<file path="config.mk">
export PLATFORM = sky130hd
export DESIGN_NAME = sdram_pattern_tester
export DESIGN_NICKNAME = d
export VERILOG_FILES = /design/src/rtl/sdram_pattern_tester.sv
export SDC_FILE = /design/constraint.sdc
export NUM_CORES = 1
export LEC_CHECK = 0
export ABC_AREA = 1
export BUFFER_PORTS_ARGS = -buffer_cell sky130_fd_sc_hd__buf_2
export CORE_MARGIN = 3
export CORE_UTILIZATION = 25
export DETAILED_ROUTE_END_ITERATION = 8
export GPL_ROUTABILITY_DRIVEN = 0
export PLACE_DENSITY = 0.47
export SKIP_CTS_REPAIR_TIMING = 1
export SLEW_MARGIN = 20
export SYNTH_ARGS = -nofsm -noshare
export SYNTH_HDL_FRONTEND = slang
export SYNTH_SLANG_ARGS = --single-unit
</file>
<file path="constraint.sdc">
create_clock -name i_clk -period 5 [get_ports i_clk]
set_input_delay 1 -clock i_clk [delete_from_list [all_inputs] [get_ports i_clk]]
set_output_delay 1 -clock i_clk [all_outputs]
set_load 0.1 [all_outputs]
</file>
<file path="src/rtl/sdram_pattern_tester.sv">
// Self-test engine for sdram_cntr: writes every page in [PAGE_FIRST, PAGE_LAST] with each
// enabled pattern, reads the pages back, and reports pass/fail, error count and first failure.
module sdram_pattern_tester #(
  parameter int ROW_W  = 13,
  parameter int COL_W  = 9,
  parameter int BANK_W = 2,
  parameter int DATA_W = 16,
  parameter logic [BANK_W+ROW_W-1:0] PAGE_FIRST = '0,
  parameter logic [BANK_W+ROW_W-1:0] PAGE_LAST  = '1,
  parameter logic [3:0] PAT_MASK = 4'hF,
  parameter int ERR_W   = 16,
  parameter int TIMEOUT = 4096
) (
  input  logic                            i_clk,
  input  logic                            i_rst,
  input  logic                            i_start,
  input  logic                            i_ready,
  output logic [BANK_W+ROW_W+COL_W-1:0]   o_ram_addr,
  output logic [COL_W:0]                  o_ram_len,
  output logic                            o_ram_write_req,
  input  logic                            i_ram_write_valid,
  output logic [DATA_W-1:0]               o_ram_wdata,
  output logic                            o_ram_read_req,
  input  logic                            i_ram_read_valid,
  input  logic [DATA_W-1:0]               i_ram_rdata,
  output logic                            o_busy,
  output logic                            o_done,
  output logic                            o_pass,
  output logic                            o_timeout,
  output logic [ERR_W-1:0]                o_err_count,
  output logic [BANK_W+ROW_W+COL_W-1:0]   o_first_err_addr,
  output logic [DATA_W-1:0]               o_first_err_exp,
  output logic [DATA_W-1:0]               o_first_err_got
);
  localparam int PAGE_W    = BANK_W + ROW_W;
  localparam int AW        = PAGE_W + COL_W;
  localparam int PAGE_SIZE = 1 << COL_W;
  localparam int WD_W      = $clog2(TIMEOUT + 1);

  typedef enum logic [3:0] {
    IDLE, WAIT_RDY, WR_REQ, WR_DATA, WR_NEXT, RD_REQ, RD_DATA, RD_NEXT, PAT_NEXT, DONE
  } state_t;

  state_t            state;
  logic [PAGE_W-1:0] page;
  logic [COL_W:0]    col;
  logic [1:0]        pat;
  logic [WD_W-1:0]   wd;
  logic              err_seen;

  logic [AW-1:0]     word_addr;
  logic [DATA_W-1:0] alt_word, addr_word, exp_word;
  logic [1:0]        first_pat, nxt_pat;
  logic              nxt_ok, last_col, wd_hit;

  assign word_addr   = {page, col[COL_W-1:0]};
  assign o_ram_addr  = {page, {COL_W{1'b0}}};
  assign o_ram_len   = {1'b1, {COL_W{1'b0}}};
  assign o_ram_wdata = exp_word;
  assign last_col    = (col == (COL_W+1)'(PAGE_SIZE - 1));
  assign wd_hit      = (wd == WD_W'(TIMEOUT - 1));

  // Address pattern: low DATA_W bits of the word address, zero-extended when narrower.
  if (DATA_W <= AW) begin : g_addr_trunc
    assign addr_word = word_addr[DATA_W-1:0];
  end else begin : g_addr_ext
    assign addr_word = {{(DATA_W-AW){1'b0}}, word_addr};
  end

  always_comb begin
    alt_word = '0;
    for (int b = 0; b < DATA_W; b++) alt_word[b] = b[0] ^ col[0];
    case (pat)
      2'd0:    exp_word = '0;
      2'd1:    exp_word = '1;
      2'd2:    exp_word = alt_word;
      default: exp_word = addr_word;
    endcase
  end

  // Lowest enabled pattern, and the next enabled pattern above the current one.
  always_comb begin
    first_pat = '0;
    nxt_pat   = '0;
    nxt_ok    = 1'b0;
    for (int k = 3; k >= 0; k--) begin
      if (PAT_MASK[k]) first_pat = 2'(k);
      if (PAT_MASK[k] && k > int'(pat)) begin
        nxt_pat = 2'(k);
        nxt_ok  = 1'b1;
      end
    end
  end

  always_ff @(posedge i_clk) begin
    if (i_rst) begin
      state            <= IDLE;
      page             <= '0;
      col              <= '0;
      pat              <= '0;
      wd               <= '0;
      err_seen         <= 1'b0;
      o_ram_write_req  <= 1'b0;
      o_ram_read_req   <= 1'b0;
      o_busy           <= 1'b0;
      o_done           <= 1'b0;
      o_pass           <= 1'b0;
      o_timeout        <= 1'b0;
      o_err_count      <= '0;
      o_first_err_addr <= '0;
      o_first_err_exp  <= '0;
      o_first_err_got  <= '0;
    end else begin
      case (state)
        IDLE: if (i_start) begin
          o_busy           <= 1'b1;
          o_done           <= 1'b0;
          o_pass           <= 1'b0;
          o_timeout        <= 1'b0;
          o_err_count      <= '0;
          err_seen         <= 1'b0;
          o_first_err_addr <= '0;
          o_first_err_exp  <= '0;
          o_first_err_got  <= '0;
          pat              <= first_pat;
          page             <= PAGE_FIRST;
          col              <= '0;
          state            <= (PAT_MASK == 4'b0) ? DONE : WAIT_RDY;
        end
        WAIT_RDY: if (i_ready) state <= WR_REQ;
        WR_REQ: begin
          o_ram_write_req <= 1'b1;
          col             <= '0;
          wd              <= '0;
          state           <= WR_DATA;
        end
        WR_DATA: begin
          if (i_ram_write_valid) begin
            o_ram_write_req <= 1'b0;
            col             <= col + (COL_W+1)'(1);
            wd              <= '0;
            if (last_col) state <= WR_NEXT;
          end else if (wd_hit) begin
            o_timeout       <= 1'b1;
            o_ram_write_req <= 1'b0;
            state           <= DONE;
          end else begin
            wd <= wd + WD_W'(1);
          end
        end
        WR_NEXT: begin
          if (page == PAGE_LAST) begin
            page  <= PAGE_FIRST;
            state <= RD_REQ;
          end else begin
            page  <= page + PAGE_W'(1);
            state <= WR_REQ;
          end
        end
        RD_REQ: begin
          o_ram_read_req <= 1'b1;
          col            <= '0;
          wd             <= '0;
          state          <= RD_DATA;
        end
        RD_DATA: begin
          if (i_ram_read_valid) begin
            o_ram_read_req <= 1'b0;
            col            <= col + (COL_W+1)'(1);
            wd             <= '0;
            if (last_col) state <= RD_NEXT;
            if (i_ram_rdata != exp_word) begin
              if (o_err_count != '1) o_err_count <= o_err_count + ERR_W'(1);
              // Only the first mismatch of a run is recorded.
              if (!err_seen) begin
                err_seen         <= 1'b1;
                o_first_err_addr <= word_addr;
                o_first_err_exp  <= exp_word;
                o_first_err_got  <= i_ram_rdata;
              end
            end
          end else if (wd_hit) begin
            o_timeout      <= 1'b1;
            o_ram_read_req <= 1'b0;
            state          <= DONE;
          end else begin
            wd <= wd + WD_W'(1);
          end
        end
        RD_NEXT: begin
          if (page != PAGE_LAST) begin
            page  <= page + PAGE_W'(1);
            state <= RD_REQ;
          end else begin
            state <= PAT_NEXT;
          end
        end
        PAT_NEXT: begin
          if (nxt_ok) begin
            pat   <= nxt_pat;
            page  <= PAGE_FIRST;
            state <= WR_REQ;
          end else begin
            state <= DONE;
          end
        end
        DONE: begin
          o_busy <= 1'b0;
          o_done <= 1'b1;
          o_pass <= (o_err_count == '0) && !o_timeout;
          state  <= IDLE;
        end
        default: state <= IDLE;
      endcase
    end
  end
endmodule

</file>
==> results of run 1 <==
## worst max path at each step
stage | depth (start not counted) | from | end
4_1_cts | 4 | pat[1] | o_ram_wdata[5]
5_1_grt | 14 | pat[1] | o_err_count[5]
2_1_floorplan | 14 | page[5] | o_err_count[3]
6_report | 4 | pat[1] | o_ram_wdata[5]
3_5_place_dp | 13 | pat[1] | o_err_count[6]
3_3_place_gp | 10 | i_start | col[8]
## cells by family after synthesis
logic type	after synthesis	share of synthesized area
adders and majority gates	10	0.01871
AOI/OAI and AO/OA	158	0.1240
other	2	0.001123
xor gates and xnor gates	16	0.02096
and+or+nand+nor	498	0.3441
DFF	123	0.3682
buffers and inverters	184	0.1229
## sequential cells by signal (all words and copies together), names as in the netlist, 2 cells and up
| signal | cells |
|---|---|
| state | 4 |
| o_first_err_exp | 16 |
| o_first_err_got | 16 |
| page | 15 |
| col | 10 |
| pat | 2 |
| wd | 13 |
| o_first_err_addr | 24 |
| o_err_count | 16 |
## stage by stage
step | area, µm² | setup WS (ns) | total power (µW)
final | 8092 | 1.709 | 3311
after global routing | 8092 | 1.470 | 3476
after CTS | 8092 | 1.697 | 3360
after detailed placement | 7481 | 1.818 | 2045
after global placement | 7476 | 1.783 | 2045
after floorplan | 6751 | 1.816 | 1867
## cell usage in the layout (no fill, tap or decap), types with 2 or more instances in the layout
cell type   count
buf_4           5
a21oi_1       111
inv_1         106
nand3_1        57
o21a_1          3
nor4_1          7
nor3_1         26
o21bai_1        2
clkinvlp_4      5
ha_1           10
nand4_1        95
dfxtp_1       123
nand3_2         6
nor2_1         72
inv_6           2
nor2_2          3
conb_1         19
o21ai_0        33
nand2_1       225
inv_2           6
clkinv_4        2
a21boi_0        2
bufinv_16       3
o211ai_1        2
nand3b_1        2
buf_2         130
xor2_1         14
xnor2_1         2
clkbuf_16      17
## layout make-up
cell class              instances  area [µm²]  area share
clock buffers                  19       442.9     0.05474
clock inverters                13       167.7     0.02072
inverters                     113       424.2     0.05242
multi-input cells             701        3487      0.4310
flip-flops and latches        123        2462      0.3043
well taps                     335       419.2     0.05180
repair buffers                135       688.2     0.08505
## worst max-delay path, stage by stage (launching register included)
cell and delay (ns):
dfxtp_1 0.46, ha_1 0.58, nand2_1 0.15, nand3_1 0.20, buf_2 0.48
## Yosys cell counts (all sizes together)
master	n	share of area
a21boi	2	0.0022
a311oi	1	0.0013
dfxtp	123	0.37
a21oi	111	0.083
o21a	3	0.0034
buf	53	0.049
nor4	7	0.0065
nand3b	2	0.0022
o31ai	1	0.0011
clkinv	1	0.00056
nand2	227	0.13
a211oi	2	0.0030
o211ai	2	0.0022
clkbuf	18	0.010
nand3	64	0.054
ha	10	0.019
conb	2	0.0011
nor3	27	0.021
xnor2	2	0.0026
inv	112	0.063
or2	1	0.00094
o21bai	2	0.0022
nand4	95	0.089
nor2	75	0.043
o21ai	34	0.025
xor2	14	0.018
## power by group
| part | switching [µW] | leakage (µW) | total (µW) | internal [µW] |
|---|---|---|---|---|
| Combinational | 816 | 0.00223 | 970 | 154 |
| Clock | 492 | 0.000282 | 1290 | 801 |
| Sequential | 42.0 | 0.000992 | 1050 | 1010 |
| Total | 1350 | 0.00350 | 3310 | 1960 |
## metal layers
metal / share of wire / GRT usage / vias to the layer above / routed length [µm]
li1: - / - / 3493 / -
met4: 0.016 / 0.04623 / 0 / 365
met2: 0.45 / 0.2433 / 164 / 10060
met3: 0.046 / 0.03145 / 24 / 1019
met1: 0.48 / 0.2061 / 3171 / 10690
met5: 0 / 0 / - / 0
==> flow_metrics.py, run 1 <==
metrics = {
    "die": {
        "rows": 59,
        "fp.dieArea_um2": 28750,
        "die_y_um": 169.6,
        "core_area_um2": 26210,
        "ioPinCount": 150,
        "start_util": 0.2552,
        "die_x_um": 169.6,
    },
    "cts": {
        "cts_inserted_buffers": 17,
        "clk_latency_ns": 0.42,
        "cts.clk_slew.worst_paths_ns": 0.06,
        "htreeDepth": 4,
        "cts_tree": "done",
        "clockBufferDepth": 2,
        "cts.sinks": 123,
        "ctsRootBufferMaster": "clkbuf_16",
    },
    "finish": {
        "drive_gt1_frac": 0.1694,
        "final_cell_count_no_fill": 1439,
        "fill_cells": 2876,
        "design.final.nets": 1123,
        "fin_util": 0.3088,
        "syn_to_final_growth_pct": 20.99,
        "diodes": 0,
    },
    "hold_path": {
        "hold_depth": 2,
        "min_to": "o_first_err_addr[16]",
        "holdCritStartpoint": "o_first_err_addr[16]",
        "hold_class": "flip-flop to flip-flop",
    },
    "worst_setup_path": {
        "rr_endpoint": "o_err_count[4]",
        "end_kind": "output port",
        "cp_max_fo": 15,
        "cp.arrival_ns": 2.29,
        "reg2regPathDepth": 13,
        "required_ns": 4.00,
        "crit_type": "flip-flop to output port",
        "r2r_start": "pat[1]",
        "cp-start-kind": "flip-flop",
        "r2r_slack_ns": 1.77,
    },
    "detailed_routing": {
        "wl_um": 22130,
        "first_pass_iters": 5,
        "ant_nets": 0,
        "drtIter0Drc": 514,
        "drc": 0,
        "via_per_inst": 4.762,
        "post_drt_wl_per_cell_um": 15.38,
        "vias": 6852,
    },
    "power_and_ir_drop": {
        "power.leakage_uw": 0.003500,
        "power.density_nw_per_um2": 409.2,
        "peakVddDrop_uv": 169.7,
    },
    "job": {
        "maxCapViolations": 0,
    },
    "sta": {
        "setup_violations": 0,
        "fin_crit_sh": 0.6583,
        "tns_ns": 0,
        "rsz0062_at_grt": "no",
        "whs_ns": 0.4603,
        "tightest_slew_ns": 0.8841,
        "slew_headroom": 0.4106,
        "hold_violations": 0,
        "drv_slew": 0,
        "fin_skew_ns": 0.009016,
        "period_needed_ns": 3.291,
        "max_clock_freq_ghz": 0.3038,
    },
    "placed_design": {
        "place_hpwl_um": 15600,
        "numPortBuffers": 130,
        "post-place-cells": 1407,
    },
    "global_routing": {
        "grt_pass1_vias": 6530,
        "antenna_found_initial": 0,
        "grt.total_usage": 0.1518,
        "grt_first_pass_wirelength_um": 35180,
        "grt_max_degree": 74,
        "grt_overflow": 0,
    },
    "synth": {
        "ys_types": 37,
        "synth_seq_cells": 123,
        "yosys_warnings": 0,
        "ys_seq_area_frac": 0.3682,
        "avgSynthCellArea_um2": 6.748,
        "netlist_area_um2": 6688,
        "syn_inst": 991,
    },
    "run_status": {
        "outcome": "finished, final reports clean",
    },
}
No activity file was read; power rests on OpenSTA's default activity.
==> run 2: changes to the inputs <==
--- a/config.mk
+++ b/config.mk
@@ -11,7 +11,7 @@
 export CORE_UTILIZATION = 25
 export DETAILED_ROUTE_END_ITERATION = 8
 export GPL_ROUTABILITY_DRIVEN = 0
-export PLACE_DENSITY = 0.47
+export PLACE_DENSITY = 0.49
 export SKIP_CTS_REPAIR_TIMING = 1
 export SLEW_MARGIN = 20
 export SYNTH_ARGS = -nofsm -noshare
==> constraint.sdc (replaced) <==
create_clock -name i_clk -period 3 [get_ports i_clk]
set_input_delay 0.6 -clock i_clk [delete_from_list [all_inputs] [get_ports i_clk]]
set_output_delay 0.6 -clock i_clk [all_outputs]
set_load 0.1 [all_outputs]
==> run 2 against run 1 <==
  * Clock skew barely moved
  * Sequential power rose by 66%
  * Utilization rose by 0.91 points
  * Non-clock buffer count up 27
  * Sequential share of layout area fell by 0.86 points
  * Worst hold slack lost 0.0011 ns
  * Global-route usage about the same
  * Combinational power is 75% higher
==> flow_metrics.py, run 2 (synthesized netlist as in run 1, its figures left out) <==
metrics = {
    "global_routing": {
        "grt.total_usage": 0.1519,
        "grt_max_degree": 52,
        "grt_first_pass_wirelength_um": 35090,
        "grt_overflow": 0,
        "antenna_found_initial": 1,
        "grt_pass1_vias": 6457,
    },
    "cts": {
        "clockBufferDepth": 2,
        "cts_inserted_buffers": 17,
        "cts.sinks": 123,
        "htreeDepth": 4,
        "cts_tree": "done",
        "cts.clk_slew.worst_paths_ns": 0.06,
        "clk_latency_ns": 0.41,
        "ctsRootBufferMaster": "clkbuf_16",
    },
    "sta": {
        "setup_violations": 0,
        "fin_crit_sh": 0.9270,
        "period_needed_ns": 2.781,
        "rsz0062_at_grt": "no",
        "drv_slew": 0,
        "fin_skew_ns": 0.009050,
        "hold_violations": 0,
        "max_clock_freq_ghz": 0.3596,
        "tns_ns": 0,
        "slew_headroom": 0.6066,
        "tightest_slew_ns": 0.5901,
        "whs_ns": 0.4592,
    },
    "worst_setup_path": {
        "end_kind": "output port",
        "required_ns": 2.40,
        "cp-startpoint": "pat[1]",
        "crit_type": "flip-flop to output port",
        "r2r_start": "pat[0]",
        "cp_slowest_stage_delay_ns": 0.47,
        "path_cells": "ha_1 > buf_4 > nand2_1 > nand3_1 > buf_2",
        "cp_max_fo": 9,
        "cp-start-kind": "flip-flop",
        "cp.arrival_ns": 2.18,
        "crit_slowest_cell": "buf_2",
    },
    "finish": {
        "final_cell_mix": "nand2_1 (225), buf_2 (130), dfxtp_1 (122)",
        "regMostFlops": "o_first_err_addr",
        "drive_gt1_frac": 0.1954,
        "final_cell_count_no_fill": 1466,
        "diodes": 0,
        "design.final.nets": 1150,
        "final_common_cell": "nand2_1",
        "syn_to_final_growth_pct": 24.57,
        "largest_reg_flops": 24,
    },
    "die": {
        "start_util": 0.2552,
        "die_y_um": 169.6,
        "fp.dieArea_um2": 28750,
        "core_area_um2": 26210,
        "die_x_um": 169.6,
        "rows": 59,
        "ioPinCount": 150,
    },
    "detailed_routing": {
        "ant_nets": 0,
        "wl_um": 21890,
        "first_pass_iters": 5,
        "post_drt_wl_per_cell_um": 14.93,
        "drtIter0Drc": 452,
        "drc": 0,
        "vias": 6896,
        "via_per_inst": 4.704,
    },
    "job": {
        "maxCapViolations": 0,
    },
    "placed_design": {
        "place_hpwl_um": 16300,
        "post-place-cells": 1434,
        "numPortBuffers": 130,
    },
    "run_status": {
        "outcome": "finished, final reports clean",
    },
    "power_and_ir_drop": {
        "power.leakage_uw": 0.003687,
        "power.density_nw_per_um2": 662.9,
        "peakVddDrop_uv": 408.1,
        "power_uw": 5522,
    },
    "hold_path": {
        "hold_class": "flip-flop to flip-flop",
        "holdCritStartpoint": "o_first_err_exp[0]",
    },
}
## run 2: stage by stage
stage / setup WS, ns / utilization / area, µm²
2_1_floorplan: 0.08669 / - / 6793
3_5_place_dp: 0.3475 / 0.2955 / 7745
3_3_place_gp: 0.4357 / 0.2955 / 7745
5_1_grt: 0.01384 / 0.3179 / 8330
4_1_cts: 0.1926 / 0.3179 / 8330
6_report: 0.2190 / 0.3179 / 8330
## run 2: power breakdown
group / leakage [µW] / internal [µW] / total, µW / switching, µW
Clock: 0.000276 / 1300 / 2070 / 774
Combinational: 0.00242 / 328 / 1700 / 1380
Sequential: 0.000993 / 1680 / 1740 / 64.2
Total: 0.00369 / 3310 / 5520 / 2210
## run 2: layout make-up
| cell class | count | area (µm²) |
|---|---|---|
| tap | 335 | 419.2 |
| multi-input combinational | 701 | 3522 |
| timing repair buffer | 162 | 915.9 |
| inverter | 113 | 424.2 |
| sequential | 123 | 2464 |
| fill | 2847 | 17880 |
| clock inverter | 12 | 148.9 |
| clock buffer | 20 | 436.7 |
## run 2: worst paths after layout
kind / to / slack [ns] / cells past startpoint
worst max-delay path: o_ram_wdata[4] / 0.22 / 5
worst min-delay path: o_first_err_exp[0] / 0.46 / 2
worst max register to register: o_first_err_addr[0] / 0.34 / 14
worst min register to register: o_first_err_exp[0] / 0.46 / 2
## run 2: critical path, delay by kind of cell (launching register included)
family	cells	cell delay, ns
adder cells (fa/ha/maj)	1	0.38
buffers and inverters	2	0.69
flip-flops	1	0.46
AND/OR/NAND/NOR	2	0.24
## run 2: per-layer routing
metal  vias up  routed length [µm]  global-route usage
met2       156                9634              0.2355
met4         2                 380             0.04374
li1       3536                   -                   -
met3        27                1178             0.03937
met5         -                   8                   0
met1      3175               10690              0.2090
==> run 3: changes to the inputs <==
==> constraint.sdc (replaced) <==
create_clock -name i_clk -period 3 [get_ports i_clk]
set_input_delay 0.3 -clock i_clk [delete_from_list [all_inputs] [get_ports i_clk]]
set_output_delay 0.3 -clock i_clk [all_outputs]
set_load 0.1 [all_outputs]
==> run 3 against run 2 <==
  * Final cell count fell by 0.27%
  * Clock skew fell by 0.00087 ns
  * Via count rose by 0.65%
  * Register-to-register slack barely moved
  * Critical endpoint is now o_first_err_got[8]
  * Largest cell class unchanged
==> flow_metrics.py, run 3 (synthesized netlist as in run 1, its figures left out) <==
metrics = {
    "sta": {
        "slew_headroom": 0.5787,
        "rsz0062_at_grt": "no",
        "tightest_slew_ns": 0.6299,
        "hold_violations": 0,
        "tns_ns": 0,
        "drv_slew": 0,
        "max_clock_freq_ghz": 0.3755,
        "setup_violations": 0,
        "fin_crit_sh": 0.8877,
        "whs_ns": 0.1796,
        "period_needed_ns": 2.663,
        "fin_skew_ns": 0.008175,
    },
    "cts": {
        "cts_inserted_buffers": 17,
        "cts.sinks": 123,
        "htreeDepth": 4,
        "clockBufferDepth": 2,
        "ctsRootBufferMaster": "clkbuf_16",
        "cts.clk_slew.worst_paths_ns": 0.05,
        "clk_latency_ns": 0.42,
        "cts_tree": "done",
    },
    "worst_setup_path": {
        "end_kind": "flip-flop",
        "crit_type": "flip-flop to flip-flop",
        "cp-start-kind": "flip-flop",
        "cp_max_fo": 38,
        "r2r_slack_ns": 0.34,
        "required_ns": 3.34,
        "reg2regPathDepth": 14,
        "cp-startpoint": "pat[0]",
        "r2r_start": "pat[0]",
        "endpoint": "o_first_err_got[8]",
        "rr_endpoint": "o_first_err_got[8]",
        "cp.arrival_ns": 3.00,
    },
    "global_routing": {
        "grt.total_usage": 0.1500,
        "antenna_found_initial": 1,
        "grt_max_degree": 49,
        "grt_pass1_vias": 6395,
        "grt_overflow": 0,
        "grt_first_pass_wirelength_um": 34530,
    },
    "detailed_routing": {
        "ant_nets": 0,
        "post_drt_wl_per_cell_um": 14.91,
        "drtIter0Drc": 477,
        "vias": 6941,
        "via_per_inst": 4.748,
        "wl_um": 21800,
        "first_pass_iters": 5,
        "drc": 0,
    },
    "die": {
        "start_util": 0.2552,
        "ioPinCount": 150,
        "die_y_um": 169.6,
        "fp.dieArea_um2": 28750,
        "rows": 59,
        "core_area_um2": 26210,
        "die_x_um": 169.6,
    },
    "finish": {
        "final_cell_mix": "nand2_1 (225), buf_2 (130), dfxtp_1 (122)",
        "largest_reg_flops": 24,
        "syn_to_final_growth_pct": 24.64,
        "final_common_cell": "nand2_1",
        "fill_cells": 2871,
        "diodes": 0,
        "seq_area_um2": 2464,
        "final_cell_count_no_fill": 1462,
        "design.final.nets": 1148,
        "regMostFlops": "o_first_err_addr",
        "multiInputGateArea_um2": 3537,
        "drive_gt1_frac": 0.1934,
    },
    "hold_path": {
        "hold_class": "primary input to flip-flop",
    },
    "run_status": {
        "outcome": "finished, final reports clean",
    },
    "power_and_ir_drop": {
        "peakVddDrop_uv": 405.0,
        "power.leakage_uw": 0.003689,
        "power.density_nw_per_um2": 661.2,
        "power_uw": 5512,
    },
    "placed_design": {
        "post-place-cells": 1432,
        "numPortBuffers": 130,
        "place_hpwl_um": 16160,
    },
    "job": {
        "maxCapViolations": 0,
    },
}
[run 3: worst min path at each step]
stage,from,to,depth (start not counted),slack [ns]
after floorplan,wd[12],wd[12],2,0.44
after global placement,o_first_err_exp[0],o_first_err_exp[0],2,0.45
after detailed placement,o_first_err_got[6],o_first_err_got[6],2,0.45
after CTS,i_ram_rdata[10],o_first_err_got[10],3,0.16
after global routing,i_ram_rdata[15],o_first_err_got[15],3,0.17
final,i_ram_rdata[15],o_first_err_got[15],3,0.18
[run 3: area by class of cell]
type                    instances  share of cell area
inverters                     113             0.05089
clock buffers                  23             0.05854
multi-input cells             701              0.4243
clock inverters                 7             0.01081
well taps                     335             0.05029
flip-flops and latches        123              0.2956
repair buffers                160              0.1096
[run 3: power by group]
| part | internal [µW] | switching (µW) |
|---|---|---|
| Sequential | 1680 | 65.1 |
| Clock | 1300 | 754 |
| Combinational | 337 | 1380 |
[run 3: metrics by stage]
stage	setup slack, ns	instance area (µm²)	util
final	0.3370	8335	0.3181
after global placement	0.3914	7742	0.2954
after floorplan	0.08669	6793	-
after CTS	0.3051	8320	0.3175
after detailed placement	0.3133	7742	0.2954
after global routing	0.04166	8335	0.3181
[run 3: per-layer routing]
layer | routed length (µm) | track usage
met3 | 1221 | 0.04519
met1 | 10490 | 0.2019
met4 | 246 | 0.03983
met2 | 9823 | 0.2351
met5 | 12 | 0
[run 3: worst max-delay path: stages, from the launching register on]
cell and delay (ns):
dfxtp_1 0.42, inv_2 0.11, ha_1 0.26, nand3_2 0.27, nand3_1 0.22, nand2_1 0.12, nand2_1 0.06, nor2_1 0.09
nand2_1 0.05, nor2_1 0.18, nand3_4 0.19, nand2_2 0.14, buf_12 0.20, nand2_1 0.07, a21oi_1 0.16
